File: src/rtl/jk_stim_pkg.sv
// ============================================================================
// Module  : jk_stim_pkg
// Brief   : Shared FSM state encoding and JK excitation helper.
// Revision: 1.0 - initial release
// ============================================================================
`default_nettype none

package jk_stim_pkg;

  typedef enum logic [1:0] {
    IDLE  = 2'd0,
    DRIVE = 2'd1,
    CHECK = 2'd2
  } jk_state_e;

  // Returns {j,k} that moves a JK flop from cur to nxt.
  function automatic logic [1:0] jk_excite(input logic cur, input logic nxt,
                                           input logic toggle_mode);
    logic [1:0] jk;
    jk = 2'b00;
    if (cur != nxt) begin
      if (toggle_mode) jk = 2'b11;
      else             jk = nxt ? 2'b10 : 2'b01;
    end
    return jk;
  endfunction

endpackage

`default_nettype wire

File: src/rtl/jk_err_counter.sv
// ============================================================================
// Module  : jk_err_counter
// Brief   : Saturating failure counter with increment and async clear.
// Revision: 1.0 - initial release
// ============================================================================
`default_nettype none

module jk_err_counter #(
  parameter int CNT_W = 8
) (
  input  logic             clk_i,
  input  logic             rst_i,
  input  logic             inc_i,
  output logic [CNT_W-1:0] cnt_o
);

  localparam logic [CNT_W-1:0] C_ONE = {{(CNT_W-1){1'b0}}, 1'b1};

  logic [CNT_W-1:0] cnt_q;

  always_ff @(posedge clk_i or posedge rst_i) begin
    if (rst_i) begin
      cnt_q <= '0;
    end else if (inc_i && (cnt_q != '1)) begin
      cnt_q <= cnt_q + C_ONE;
    end
  end

  assign cnt_o = cnt_q;

endmodule

`default_nettype wire

File: src/rtl/jk_stim_driver.sv
// ============================================================================
// Module  : jk_stim_driver
// Brief   : Converts target bits into J/K excitation and checks the flop's q/q0.
// Revision: 1.0 - initial release
// ============================================================================
`default_nettype none

module jk_stim_driver #(
  parameter bit TOGGLE_MODE = 1'b0,
  parameter int CNT_W       = 8
) (
  input  logic             c,
  input  logic             r,
  input  logic             tgt,
  input  logic             tgt_valid,
  output logic             tgt_ready,
  output logic             j,
  output logic             k,
  input  logic             q_in,
  input  logic             q0_in,
  output logic             err,
  output logic [CNT_W-1:0] err_cnt,
  output logic             busy
);

  import jk_stim_pkg::*;

  jk_state_e state_q;
  logic      cur_q;
  logic      exp_q;
  logic      ready_q;
  logic      j_q;
  logic      k_q;
  logic      err_q;
  logic      busy_q;
  logic      chk_fail_d;

  assign chk_fail_d = (state_q == CHECK) && ((q_in != exp_q) || (q0_in == q_in));

  always_ff @(posedge c or posedge r) begin
    if (r) begin
      state_q <= IDLE;
      cur_q   <= 1'b0;
      exp_q   <= 1'b0;
      ready_q <= 1'b1;
      j_q     <= 1'b0;
      k_q     <= 1'b0;
      err_q   <= 1'b0;
      busy_q  <= 1'b0;
    end else begin
      err_q <= 1'b0;
      case (state_q)
        IDLE: begin
          if (tgt_valid && ready_q) begin
            exp_q      <= tgt;
            {j_q, k_q} <= jk_excite(cur_q, tgt, TOGGLE_MODE);
            ready_q    <= 1'b0;
            busy_q     <= 1'b1;
            state_q    <= DRIVE;
          end
        end
        DRIVE: begin
          j_q     <= 1'b0;
          k_q     <= 1'b0;
          state_q <= CHECK;
        end
        CHECK: begin
          err_q   <= chk_fail_d;
          // Resync to what the flop actually holds so one fault does not cascade.
          cur_q   <= q_in;
          ready_q <= 1'b1;
          busy_q  <= 1'b0;
          state_q <= IDLE;
        end
        default: begin
          j_q     <= 1'b0;
          k_q     <= 1'b0;
          ready_q <= 1'b1;
          busy_q  <= 1'b0;
          state_q <= IDLE;
        end
      endcase
    end
  end

  jk_err_counter #(
    .CNT_W (CNT_W)
  ) u_err_cnt (
    .clk_i (c),
    .rst_i (r),
    .inc_i (chk_fail_d),
    .cnt_o (err_cnt)
  );

  assign tgt_ready = ready_q;
  assign j         = j_q;
  assign k         = k_q;
  assign err       = err_q;
  assign busy      = busy_q;

endmodule

`default_nettype wire
File: config.mk
export PLATFORM = sky130hd
export DESIGN_NAME = jk_stim_driver
export DESIGN_NICKNAME = d
export VERILOG_FILES = /design/src/rtl/jk_stim_pkg.sv /design/src/rtl/jk_err_counter.sv /design/src/rtl/jk_stim_driver.sv
export SDC_FILE = /design/constraint.sdc
export NUM_CORES = 1
export LEC_CHECK = 0
export CORE_MARGIN = 4
export CORE_UTILIZATION = 50
export CTS_CLUSTER_SIZE = 24
export DETAILED_ROUTE_END_ITERATION = 8
export GPL_TIMING_DRIVEN = 0
export PLACE_DENSITY = 0.81
export RECOVER_POWER = 100
export SYNTH_ARGS = -nofsm -noshare
export SYNTH_HDL_FRONTEND = slang
export SYNTH_SLANG_ARGS = --single-unit
File: constraint.sdc
create_clock -name c -period 2.94 [get_ports c]
set_clock_uncertainty 0.15 [all_clocks]
set_input_delay 0.588 -clock c [delete_from_list [all_inputs] [get_ports c]]
set_output_delay 0.588 -clock c [all_outputs]
set_load 0.1 [all_outputs]
After elaboration in Yosys (flattened, before gate mapping)
Index checks and enable logic that the tools add are counted.
{"block": "totals", "regBits": 17, "input_bits": 6, "word_cells": 40}
{"block": "op_classes", "n_addsub": 1, "n_eq_ne": 7, "n_mux": 13, "n_bitwise": 2, "reduce_logical": 8}
{"op": "adder 8 x 1 -> 8 bit, second input constant", "n": 1}
{"op": "inequality test 8 bit, second input constant", "n": 1}
{"op": "case mux 1 bit (2 select lines)", "n": 4}
{"op": "2-to-1 mux 2 bit", "n": 3}
{"op": "AND reduction 2 bit", "n": 3}
{"op": "2-to-1 mux 1 bit", "n": 5}
{"op": "case mux 2 bit (2 select lines)", "n": 1}
{"op": "logical AND 1 bit", "n": 3}
{"op": "equality test 2 x 1 -> 1 bit, second input constant", "n": 1}
{"op": "equality test 2 bit, second input constant", "n": 1}
{"op": "zero test 2 bit", "n": 1}
{"op": "inequality test 1 bit", "n": 2}
{"op": "inequality test 2 bit, second input constant", "n": 1}
{"op": "NOT 1 bit", "n": 2}
{"op": "equality test 1 bit", "n": 1}
{"op": "logical OR 1 bit", "n": 1}

Logic depth before layout (Yosys ltp)
{"block": "depth", "word_depth": 4, "mapped_depth": 5}

Hierarchy
From an unflattened synthesis, not the netlist that was laid out.
{"block": "unflattened", "hier_cells": 67, "hier_area_um2": 813.3}
{"module": "jk_err_counter", "instances": 1, "cells_each": 38, "area_each_um2": 419.2, "seq_area_each_um2": 200.2}
{"module": "jk_stim_driver", "instances": 1, "cells_each": 29, "area_each_um2": 394.1, "seq_area_each_um2": 226.5}

Worst setup path after synthesis
Ideal clock, no wire load.
{"block": "synth_timing", "kind": "register to register", "startpoint": "reg u_err_cnt.cnt_q[0], in the netlist u_err_cnt.cnt_o[0]", "endpoint": "reg u_err_cnt.cnt_q[1], in the netlist u_err_cnt.cnt_o[1]", "t_arrival_ps": 2040, "required_time_ps": 2662, "path_slack_ps": 621, "path_stages_with_launch": 5, "path_buffers": 0, "synth_period_minus_slack_ps": 2319, "path_cell_list": "dfrtp_1 ha_1 nand4_1 o21a_2 mux2_1"}
{"block": "synth_between", "elab_chain_cells": 2}
{"element": "start, declared", "line_no": "jk_err_counter.sv:19", "source": "logic [CNT_W-1:0] cnt_q;"}
{"element": "start signal, assigned", "line_no": "jk_err_counter.sv:25", "source": "cnt_q <= cnt_q + C_ONE;"}
{"element": "branches (longest 2 deep; another with adder 8 x 1 -> 8 bit)"}
Parallel ways; which one is timed is not known.
A chain may end at the register's enable or synchronous reset.

Worst setup path after layout
{"block": "layout_timing", "startpoint": "reg ready_q, in the netlist tgt_ready", "endpoint": "out tgt_ready"}
{"element": "start, declared", "line_no": "jk_stim_driver.sv:31", "source": "logic ready_q;"}
{"element": "start signal, assigned", "line_no": "jk_stim_driver.sv:45", "source": "ready_q <= 1'b1;"}
{"element": "start signal, assigned", "line_no": "jk_stim_driver.sv:57", "source": "ready_q <= 1'b0;"}
{"element": "start signal, assigned", "line_no": "jk_stim_driver.sv:71", "source": "ready_q <= 1'b1;"}
{"element": "end, declared", "line_no": "jk_stim_driver.sv:16", "source": "output logic tgt_ready,"}
No word-level cell between the ends.

==> run summary <==
RSZ-0062 raised after global routing - false
Synth Flop Type - dfrtp_1
Nets - 96
Slew of the pin with the lowest slew margin - 987 ps
Cell family with most CP delay - buffers and inverters
Worst hold-check path type - reg -> reg
Leak pwr - 0.494 nW
Initial antenna violation count - 0
Crit Path Max Fanout - 3
Crit path DAT - 2040 ps
Type of origin of the critical path - flip-flop
Status - finished clean
Number of I/O pins - 19
Critical Path Slowest Stage Cell - dlygate4sd3_1
Hold path cells - 2
Die H - 47.3 µm
Routed via count - 578
Min Tclk post-route - 2770 ps
Critical Path Sink Type - primary output
Multi-input logic area - 324 µm²
Synthesized flop and latch total - 17
Clock-pin slew on the worst setup and hold paths - 100 ps
Root Buffer - clkbuf_4
First-pass GRT wire length - 2610 µm
Period utilisation layout - 94.3%
R2r startpoint - state_q[0]$_DFFE_PP0N_
Clock Path Buffers - 2
GPL Wtd Cong - 0.832
Port Buf Inserts - 18
Drt total wl - 1520 µm
Share of layout cells above drive strength 1 - 7.95%
Post-DP HPWL - 1180 µm
Reg-to-reg slack, setup - 1060 ps
Initial DRC count - 5
Worst EP required - 2200 ps
Mapped Nets - 73
Setup CP Type - reg -> out
Number of synthesized flops with an enable pin - 0
Clk Latency, worst-skew pair - 290 ps
Post-synthesis mux area share - 7.77%
Avg WL per Cell - 14.7 µm
Max stage delay on crit path - 1200 ps
Drt pass-1 iters - 4
Max Slew Vio Count - 0
Die area - 2240 µm²
DP Area - 972 µm²
CTS H-tree lvls - 1
Synthesized instance count - 66
Register Area - 427 µm²
Fin area - 992 µm²
Fmax - 0.361 GHz
Area Growth Syn to Fin - 28.3%
Max-cap violations - 0
Final ANT Viol Nets - 0
Drt drc - 0
Filler Cell Count - 113
Clock sinks - 17
Final setup fails - 0
Row count - 13
Hold Vio Cnt, Final - 0
GRT Total Usage - 17.1%
CP bufs+invs - 1
Hold-fix buffers, CTS - 0
Cell Area, Synth - 773 µm²
Initial Util - 55.9%
Die width - 47.3 µm
TritonCTS clock tree - done
Postcts setup bufs - 0
GR Overflow Total - 0
CTS Buf Count - 3
Area of the core - 1380 µm²
Power per cell area - 378 nW/µm²
Maximum vdd ir drop - 0.225 mV
Worst R2R Path Depth - 4
Post-Synth XOR/XNOR Area - 2.27%
Post-synthesis sequential area ratio - 55.2%
Pin count of the biggest net entering global routing - 18
CP Cell Sequence - dlygate4sd3_1
Hold Path End - k$_DFFE_PP0P_
Reg-to-reg endpoint - u_err_cnt.cnt_o[1]$_DFFE_PP0P_
Number of diodes - 0
Compound-Gate Fraction of Synth Area - 12.5%
Post-Synth Adder-Cell Area - 1.62%
Quantity of gates resized following cts - 0
Syn avg cell area - 11.7 µm²
TNS Setup - 0 ps
Synth Area in Simple Gates - 18.8%
Slew HR - 34.0%
DR vias/cell - 5.61
Synth cell types - 29
Total power - 375 µW
Vias in the first global route - 609
Asr flop ratio synth - 100%
Ys Warns - 0
Largest family of logic cells by synthesized area - simple AND/OR/NAND/NOR gates
Hold_sp - k$_DFFE_PP0P_
[per-layer routing]
metal	track usage, %	routed length (µm)
met3	3.83	50
met4	9.39	30
met5	0	0
met1	19.5	627
met2	29.1	810
[state kept, by name, summed over array words and instances (netlist names)]
name,count
j,1
state_q,2
err,1
k,1
u_err_cnt.cnt_o,8
cur_q,1
tgt_ready,1
exp_q,1
busy,1
[cell usage after synthesis (all sizes together), types with 2 or more instances]
library cell	n	share of area (%)
nand3	2	1.3
a31oi	2	1.6
inv	4	1.9
mux2	5	7.8
dfrtp	16	52
nand4	2	1.6
nor3b	2	1.9
a21oi	4	2.6
nand2	4	1.9
nor2	6	2.9
nor2b	3	2.8
nand2b	2	2.6
[report_power, final]
part           internal [mW]  switching [mW]
Combinational        0.00657         0.00788
Sequential             0.234        0.000559
Clock                 0.0506          0.0746
[area by class of cell]
class | instances | share of cell area [%]
sequential | 17 | 43.0
tap | 15 | 1.89
inverter | 4 | 1.51
multi-input combinational | 45 | 32.7
timing repair buffer | 18 | 18.2
clock buffer | 3 | 2.27
clock inverter | 1 | 0.504
[kinds of logic after synthesis]
| logic type | Yosys count |
|---|---|
| flops | 17 |
| buf+inv | 4 |
| mux | 5 |
| compound gates | 12 |
| fa+ha+maj | 1 |
| simple gates | 25 |
| xor+xnor | 2 |
[metrics by stage]
stage | cells | hold WS [ps] | utilization (%) | setup WS [ps]
floorplan | 66 | 330 | - | 621
global placement | 99 | 351 | 70.3 | 450
detailed placement | 99 | 363 | 70.3 | 421
CTS | 103 | 379 | 72.3 | 221
global route | 103 | 395 | 71.8 | 112
finish | 103 | 373 | 71.8 | 166
[placed cells by master (no fill, tap or decap)]
cell and n:
xor2_1 1, xnor2_1 1, nand2b_4 1, a22oi_1 1, inv_1 4, nand2b_1 1, and2_1 1, nor2b_1 3
and4_1 1, o21a_1 1, o211ai_1 1, dfrtp_1 16, nand3_1 2, a21o_1 1, nand3b_1 1, nand2_1 4
dlygate4sd3_1 16, and3_1 1, dfstp_2 1, a221oi_4 1, o22ai_1 1, ha_1 1, clkbuf_4 3, a31oi_1 2
nor3b_1 2, a21oi_1 4, nand4_1 2, nor2_1 6, mux2_1 5, clkdlybuf4s50_1 2, clkinv_2 1
[worst max-delay path by stage]
stage | start | slack, ps | endpoint | depth (start not counted)
detailed placement | q_in | 420 | u_err_cnt.cnt_o[1]$_DFFE_PP0P_ | 5
global placement | q0_in | 450 | u_err_cnt.cnt_o[1]$_DFFE_PP0P_ | 5
global route | tgt_ready$_DFFE_PP1P_ | 110 | tgt_ready | 1
floorplan | u_err_cnt.cnt_o[0]$_DFFE_PP0P_ | 620 | u_err_cnt.cnt_o[1]$_DFFE_PP0P_ | 4
CTS | tgt_ready$_DFFE_PP1P_ | 220 | tgt_ready | 1
finish | tgt_ready$_DFFE_PP1P_ | 170 | tgt_ready | 1
No activity file was read; power rests on OpenSTA's default activity.
